===== src/rtl/fp_div_seq.sv =====
// fp_div_seq: iterative IEEE-754 single-precision divider, one quotient bit per cycle.
// Round-to-zero by default; defining FP_DIV_RNE_EN selects round-to-nearest-even.
module fp_div_seq #(
  parameter int ITER = 26
) (
  input  logic        clk,
  input  logic        rst,
  input  logic        start,
  input  logic [31:0] a,
  input  logic [31:0] b,
  output logic        busy,
  output logic        done,
  output logic [31:0] result,
  output logic        dz
);
  typedef enum logic [2:0] {IDLE, CHECK, DIV, PACK, DONE} state_t;
  state_t state, state_nx;
  logic [31:0] a_r, b_r;
  logic sign;
  logic signed [9:0] e;
  logic [24:0] rem;
  logic [23:0] dvs;
  logic [ITER-1:0] q;
  logic [4:0] cnt;
  logic [7:0] ea, eb;
  logic a_nan, b_nan, a_inf, b_inf, a_zero, b_zero, special, sg, spec_dz;
  logic [31:0] spec_res, pack_res;
  logic ge;
  logic [23:0] diff;
  logic [22:0] mant;
  logic [23:0] fr;
  logic signed [9:0] en, er;
  logic up;
  assign ea = a_r[30:23];
  assign eb = b_r[30:23];
  assign sg = a_r[31] ^ b_r[31];
  assign a_nan = (&ea) & (|a_r[22:0]);
  assign b_nan = (&eb) & (|b_r[22:0]);
  assign a_inf = (&ea) & ~(|a_r[22:0]);
  assign b_inf = (&eb) & ~(|b_r[22:0]);
  assign a_zero = ea == 8'd0;
  assign b_zero = eb == 8'd0;
  assign special = (&ea) | (&eb) | a_zero | b_zero;
  assign spec_res = (a_nan | b_nan | (a_inf & b_inf) | (a_zero & b_zero)) ? 32'h7F800001 :
                    (a_inf | b_zero) ? {sg, 8'hFF, 23'd0} : {sg, 31'd0};
  assign spec_dz = b_zero & ~a_zero & ~(&ea);
  assign ge = rem >= {1'b0, dvs};
  assign diff = rem[23:0] - dvs;
  // A leading zero quotient bit means a/b < 1: normalise by one position.
  assign mant = q[ITER-1] ? q[ITER-2:ITER-24] : q[ITER-3:ITER-25];
  assign en = q[ITER-1] ? e : e - 10'sd1;
`ifdef FP_DIV_RNE_EN
  logic guard, sticky;
  assign guard = q[ITER-1] ? q[ITER-25] : q[ITER-26];
  assign sticky = (q[ITER-1] & q[ITER-26]) | (|rem);
  assign up = guard & (sticky | mant[0]);
`else
  assign up = 1'b0;
`endif
  assign fr = {1'b0, mant} + {23'd0, up};
  assign er = fr[23] ? en + 10'sd1 : en;
  assign pack_res = er >= 10'sd255 ? {sign, 8'hFF, 23'd0} :
                    er <= 10'sd0 ? {sign, 31'd0} : {sign, er[7:0], fr[22:0]};
  assign busy = state != IDLE;
  assign done = state == DONE;
  always_comb begin
    state_nx = state;
    case (state)
      IDLE:    state_nx = start ? CHECK : IDLE;
      CHECK:   state_nx = special ? DONE : DIV;
      DIV:     state_nx = cnt == 5'(ITER-1) ? PACK : DIV;
      PACK:    state_nx = DONE;
      default: state_nx = IDLE;
    endcase
  end
  always_ff @(posedge clk or posedge rst)
    if (rst) state <= IDLE;
    else state <= state_nx;
  always_ff @(posedge clk or posedge rst)
    if (rst) begin
      a_r <= '0;
      b_r <= '0;
      sign <= 1'b0;
      e <= '0;
      rem <= '0;
      dvs <= '0;
      q <= '0;
      cnt <= '0;
      result <= '0;
      dz <= 1'b0;
    end else begin
      if (state == IDLE && start) begin
        a_r <= a;
        b_r <= b;
      end
      if (state == CHECK) begin
        sign <= sg;
        e <= $signed({2'b00, ea} - {2'b00, eb} + 10'd127);
        rem <= {2'b01, a_r[22:0]};
        dvs <= {1'b1, b_r[22:0]};
        q <= '0;
        cnt <= '0;
        if (special) begin
          result <= spec_res;
          dz <= spec_dz;
        end
      end
      if (state == DIV) begin
        rem <= ge ? {diff, 1'b0} : {rem[23:0], 1'b0};
        q <= {q[ITER-2:0], ge};
        cnt <= cnt + 5'd1;
      end
      if (state == PACK) begin
        result <= pack_res;
        dz <= 1'b0;
      end
    end
endmodule


===== config.mk =====
export PLATFORM = sky130hd
export DESIGN_NAME = fp_div_seq
export DESIGN_NICKNAME = d
export VERILOG_FILES = /design/src/rtl/fp_div_seq.sv
export SDC_FILE = /design/constraint.sdc
export NUM_CORES = 1
export LEC_CHECK = 0
export CORE_MARGIN = 10
export CORE_UTILIZATION = 45
export DETAILED_ROUTE_END_ITERATION = 10
export HOLD_SLACK_MARGIN = 0.15
export PLACE_DENSITY = 0.66
export SLEW_MARGIN = 20
export SYNTH_ARGS = -nofsm -noshare
export SYNTH_HDL_FRONTEND = slang
export SYNTH_SLANG_ARGS = --single-unit
export TNS_END_PERCENT = 5

===== constraint.sdc =====
create_clock -name clk -period 7.7 [get_ports clk]
set_input_delay 0.77 -clock clk [delete_from_list [all_inputs] [get_ports clk]]
set_output_delay 0.77 -clock clk [all_outputs]
set_load 0.01 [all_outputs]

==> results of run 1 <==
[how the worst min path moves through the flow]
stage	startpoint	end	slack, ns	depth (start not counted)
2_1_floorplan	dvs[23]$_DFFE_PP0P_	dvs[23]$_DFFE_PP0P_	0.42	2
3_3_place_gp	dvs[23]$_DFFE_PP0P_	dvs[23]$_DFFE_PP0P_	0.44	2
3_5_place_dp	dvs[23]$_DFFE_PP0P_	dvs[23]$_DFFE_PP0P_	0.44	2
4_1_cts	dvs[23]$_DFFE_PP0P_	dvs[23]$_DFFE_PP0P_	0.46	2
5_1_grt	dvs[23]$_DFFE_PP0P_	dvs[23]$_DFFE_PP0P_	0.49	2
6_report	dvs[23]$_DFFE_PP0P_	dvs[23]$_DFFE_PP0P_	0.46	2
[cells by family after synthesis]
family                     count (synthesis)  share of synthesized area
and+or+nand+nor                          289                      0.137
AOI/OAI and AO/OA                        256                      0.171
DFF                                      191                      0.477
buffers and inverters                     95                     0.0392
muxes                                     87                     0.0940
adders and majority gates                 38                     0.0490
xor gates and xnor gates                  36                     0.0322
[critical path: stages (launching register included)]
cell	delay, ns
dfrtp_1	0.41
ha_1	0.37
a21oi_1	0.34
a21o_1	0.18
a21oi_1	0.06
a311o_1	0.39
a211oi_4	0.21
buf_4	0.44
nor2_1	0.13
a211oi_1	0.33
a31oi_1	0.08
[power breakdown]
part	internal, mW	switching (mW)	leakage (nW)
Sequential	1.41	0.334	2.39
Clock	0.448	0.467	0.303
Combinational	1.29	1.62	2.39
Total	3.14	2.42	5.09
[stage by stage]
stage	power [mW]	cell area [um2]
floorplan	3.94	10000
global placement	4.61	11300
detailed placement	4.65	11300
CTS	5.60	11900
global route	6.07	11900
finish	5.56	11900
[final cells by class]
class | instances | area (um2)
clock buffer | 17 | 425
clock inverter | 15 | 206
fill | 1994 | 9970
inverter | 49 | 191
multi-input combinational | 706 | 4880
sequential | 191 | 4780
tap | 280 | 350
timing repair buffer | 111 | 1090
[per-layer routing]
metal	track usage	vias to the layer above	wire length (um)
met5	0	-	0
met4	0.0559	0	404
met3	0.0368	27	1050
met2	0.233	171	9850
li1	-	3726	-
met1	0.236	3567	11400
[flip-flops by register name, indices dropped and copies added (netlist names), 3 cells and up]
name and cells:
a_r 32, b_r 32, result 32, q 26, rem 25, dvs 24, e 10, cnt 5
state 3
[layout by cell type (no fill, tap or decap), types with 17 or more instances in the layout]
master and count:
clkdlybuf4s50_1 101, inv_1 48, nor2_1 35, o21ai_0 72, mux2_2 56, dfrtp_1 191
ha_1 36, o21ai_2 21, a21oi_1 51, mux2i_1 31, xnor2_1 23, a22o_1 27
clkbuf_16 17, nand2_1 149
==> reports/qor.yml, run 1 <==
skew_ns: 0.0157
num_rows: 54
yosys-top-cells-area: "dfrtp_1 48%, mux2_2 6.3%, nand2_1 5.6%"
crit_fanout: 39
grt_pass1_vias: 7430
fin_ws_ns: 4.62
cts_resized: 0
ys_ff_latch: 191
end_kind: "flop"
worstSetupStartpointType: "flop"
regToRegEndpoint: "rem[4]$_DFFE_PP0P_"
drt_first_iter_violations: 520
fin_cells: 1369
grt_overflow: 0
status: "completed"
clock.fmax_mhz: 324
routabilityCongestion: 0.901
path_clk_slew_ns: 0.07
tightest_slew_ns: 0.884
port-buffer-count: 101
synthesis.area_um2: 10000
top_level_ports: 102
dp_hpwl_mm: 15.8
synth_flop_cell: "dfrtp_1"
via_per_inst: 5.47
p_per_area_nw_per_um2: 467
reg2reg_from: "rem[9]$_DFFE_PP0P_"
yosys_warnings: 0
endpoint: "rem[4]$_DFFE_PP0P_"
start_util: 0.457
finalWirelength_mm: 22.7
avgSynthCellArea_um2: 10.1
synth_common_cells: "191 x dfrtp_1, 149 x nand2_1, 72 x o21ai_0, 56 x mux2_2, 51 x a21oi_1"
cts_setup_buffers: 0
postRouteAntennaNets: 0
dpl.cell_count: 1337
hp-class: "flop to flop"
die_w_um: 169
die_h_um: 169
yosys.cell_count.top_type: "dfrtp_1"
first_pass_iters: 5
drcViolationCount: 0
htreeDepth: 4
netlist.area_leader.share: 0.477
grt_use_total: 0.163
synth_edf_count: 0
ff2ff_path_depth: 10
arrival_ns: 3.37
cts_tree: "yes"
crit_path_start: "rem[9]$_DFFE_PP0P_"
grt_max_degree: 112
critical_path_required_ns: 7.99
hold_viol: 0
grt_antenna_before_repair: 0
cts_hold_buffers: 0
die-area_um2: 28600
numCtsBuffers: 17
finalCriticalPeriod_ns: 3.08
clk_latency_ns: 0.45
slew_violations: 0
vias: 7491
wl_per_cell_um: 16.6
async_flop_share: 1.00
ys_types: 64
slew_headroom: 0.411
whs_ns: 0.459
crit_type: "flop to flop"
cts_root_buf: "clkbuf_16"
synth_seq_area_share: 0.477
synthesis.nets: 1097
setup_tns_ns: 0
antenna_cells: 0
power.leakage_nw: 5.09
post-place-ws_ns: 4.58
area_growth_pct: 19.0
coreArea_um2: 21900
post-route-util: 0.544
clock_sinks: 191
grt_pass1_wl_mm: 38.5
cap_violations: 0
drive_above_1_share: 0.127
setup_violations: 0
rrSetupSlack_ns: 4.62
ir_drop_v: 0.000188
fin_crit_sh: 0.400
rsz0062_at_grt: "no"
synthCells: 992
synth_area_leader_cell: "dfrtp_1"
cts_max_path_buffers: 2
nNetsFinal: 1181
(Power assumes the default switching activity.)
==> run 2, diff against run 1 <==
PLACE_DENSITY = 0.68   (was 0.66)
clock period = 2.5 ns   (was 7.7 ns; I/O delays follow)
==> reports/qor.yml, run 2 (synthesized netlist as in run 1, its figures left out) <==
status: "finished, violations left"  # was completed
violations: "negative setup slack"
reg2reg_from: "dvs[7]$_DFFE_PP0P_"  # was rem[9]$_DFFE_PP0P_
first_pass_iters: 6  # was 5
crit_path_start: "dvs[7]$_DFFE_PP0P_"  # was rem[9]$_DFFE_PP0P_
hp-class: "input pin to asynchronous set/reset pin"  # was flop to flop
fin_ws_ns: -0.00267  # was 4.62 ns
drt-met1-wl_mm: 12.2  # was 11.4 mm
regToRegEndpoint: "rem[15]$_DFFE_PP0P_"  # was rem[4]$_DFFE_PP0P_
post-place-ws_ns: -0.278  # was 4.58 ns
nNetsFinal: 1295  # was 1181
rrSetupSlack_ns: -0.003  # was 4.62 ns
design_area_um2: 13200  # was 11900 um2
postRouteAntennaNets: 0  # unchanged
worstSetupStartpointType: "flop"  # unchanged
power.leakage_nw: 5.70  # was 5.09 nW
skew_ns: 0.0127  # was 0.0157 ns
finalWirelength_mm: 25.0  # was 22.7 mm
clock.fmax_mhz: 400  # was 324 MHz
grt_max_degree: 74  # was 112
critical_path_required_ns: 2.87  # was 7.99 ns
area_growth_pct: 32.2  # was 19.0%
arrival_ns: 2.87  # was 3.37 ns
die_h_um: 169  # unchanged
end_kind: "flop"  # unchanged
dp_hpwl_mm: 17.4  # was 15.8 mm
post-route-util: 0.605  # was 0.544
cap_violations: 0  # unchanged
path_clk_slew_ns: 0.09  # was 0.07 ns
place_area_um2: 12100  # was 11300 um2
critPathSlowestCell: "a2111oi_1"  # was buf_4
grt_pass1_wl_mm: 41.5  # was 38.5 mm
grt_antenna_before_repair: 0  # unchanged
antenna_cells: 0  # unchanged
rsz0062_at_grt: "yes"  # was no
grt_pass1_vias: 8254  # was 7430
n_fill_cell: 1850  # was 1994
ff2ff_path_depth: 11  # was 10
finalCriticalPeriod_ns: 2.50  # was 3.08 ns
setup_tns_ns: -0.00267  # was 0 ns
htreeDepth: 4  # unchanged
cts_tree: "yes"  # unchanged
whs_ns: 0.177  # was 0.459 ns
dpl.cell_count: 1431  # was 1337
cts_hold_buffers: 0  # unchanged
setup_violations: 1  # was 0
wl_met3_mm: 1.05  # about the same
reg_top3: "a_r (32), b_r (32), result (32)"  # unchanged
wl_met2_mm: 11.3  # was 9.85 mm
slew_violations: 0  # unchanged
die-area_um2: 28600  # unchanged
top_level_ports: 102  # unchanged
slew_headroom: 0.564  # was 0.411
path_common_cell: "o21a_1"  # was a21oi_1
clk_latency_ns: 0.45  # about the same
cp_cell_sequence: "inv_2 > ha_4 > a2111oi_1 > nor3_1 > o31ai_2 > buf_4 > a211oi_4 > o21a_1 > o21a_1 > o311a_1 > a21oi_2"  # was ha_1 > a21oi_1 > a21o_1 > a21oi_1 > a311o_1 > a211oi_4 > buf_4 > nor2_1 > a211oi_1 > a31oi_1
tightest_slew_ns: 0.648  # was 0.884 ns
hold_viol: 0  # unchanged
p_per_area_nw_per_um2: 1540  # was 467 nW/um2
drive_above_1_share: 0.255  # was 0.127
die_w_um: 169  # unchanged
grt_overflow: 0  # unchanged
grt_use_total: 0.174  # was 0.163
fin_crit_sh: 1.00  # was 0.400
coreArea_um2: 21900  # unchanged
final_common_cell: "dfrtp_1"  # unchanged
clock_sinks: 191  # unchanged
endpoint: "rem[15]$_DFFE_PP0P_"  # was rem[4]$_DFFE_PP0P_
port-buffer-count: 101  # unchanged
wl_per_cell_um: 16.8  # was 16.6 um
routabilityCongestion: 0.877  # was 0.901
total_power_mw: 20.5  # was 5.56 mW
vias: 8130  # was 7491
num_rows: 54  # unchanged
drt_first_iter_violations: 523  # was 520
cts_max_path_buffers: 2  # unchanged
fin_cells: 1483  # was 1369
crit_fanout: 4  # was 39
crit_type: "flop to flop"  # unchanged
numCtsBuffers: 17  # unchanged
cts_root_buf: "clkbuf_16"  # unchanged
final_cell_mix: "190 x dfrtp_1, 149 x nand2_1, 108 x buf_4, 101 x clkdlybuf4s50_1, 66 x o21ai_0"  # was 191 x dfrtp_1, 149 x nand2_1, 101 x clkdlybuf4s50_1, 72 x o21ai_0, 56 x mux2_2
start_util: 0.457  # unchanged
drcViolationCount: 0  # unchanged
via_per_inst: 5.48  # was 5.47
highest_layer: "met4"  # unchanged
cpPeakStageDelay_ns: 0.48  # was 0.44 ns
ir_drop_v: 0.000622  # was 0.000188 V
## run 2: cell types whose count changed in the layout (fill, tap and decap cells not counted), moves of 5 or more
| cell | before | now |
|---|---|---|
| a21oi_1 | 51 | 41 |
| buf_4 | 9 | 108 |
| ha_1 | 36 | 27 |
| o21ai_0 | 72 | 66 |
| a211oi_2 | 0 | 5 |
| buf_6 | 1 | 6 |
| a211oi_1 | 9 | 3 |
| ha_4 | 0 | 9 |
| a21oi_2 | 0 | 9 |
| buf_12 | 0 | 8 |
## run 2: worst min-delay path by stage
stage,start,end,cells past startpoint
detailed placement,dvs[23]$_DFFE_PP0P_,dvs[23]$_DFFE_PP0P_,2
finish,rst,result[15]$_DFFE_PP0P_,2
global placement,dvs[23]$_DFFE_PP0P_,dvs[23]$_DFFE_PP0P_,2
floorplan,a[23],a_r[23]$_DFFE_PP0P_,2
global route,rst,result[15]$_DFFE_PP0P_,2
CTS,rst,result[15]$_DFFE_PP0P_,2
## run 2: power by group
| group | switching, mW | leakage, nW | total [mW] | internal [mW] |
|---|---|---|---|---|
| Sequential | 1.03 | 2.39 | 5.36 | 4.33 |
| Combinational | 6.13 | 3.01 | 12.3 | 6.12 |
| Clock | 1.45 | 0.300 | 2.84 | 1.39 |
| Total | 8.60 | 5.70 | 20.5 | 11.8 |
## run 2: cell type report
type	instances	area (um2)	share of cell area
clock buffers	17	425	0.0321
clock inverters	15	205	0.0155
inverters	49	188	0.0142
multi-input cells	707	5230	0.395
flip-flops and latches	191	4780	0.361
well taps	280	350	0.0265
repair buffers	224	2060	0.156
## run 2: repair_timing
action | 4_1_cts | 5_1_grt
endpoints found under the setup margin | 46 | 57
gates cloned | 2 | 0
resized for setup | 36 | 47
pin swaps | 14 | 20
buffers inserted | 13 | 5
## run 2: worst max-delay path: cells and delay by family (launching register included)
family / cells / cell delay (ns)
AOI/OAI and AO/OA: 7 / 1.43
adders and majority gates: 1 / 0.21
buffers and inverters: 2 / 0.27
DFF: 1 / 0.37
and+or+nand+nor: 1 / 0.15
## run 2: routing by layer
| metal | global-route usage | up-vias |
|---|---|---|
| met4 | 0.0548 | 0 |
| met1 | 0.244 | 3964 |
| met3 | 0.0350 | 32 |
| li1 | - | 3957 |
| met5 | 0 | - |
| met2 | 0.264 | 177 |
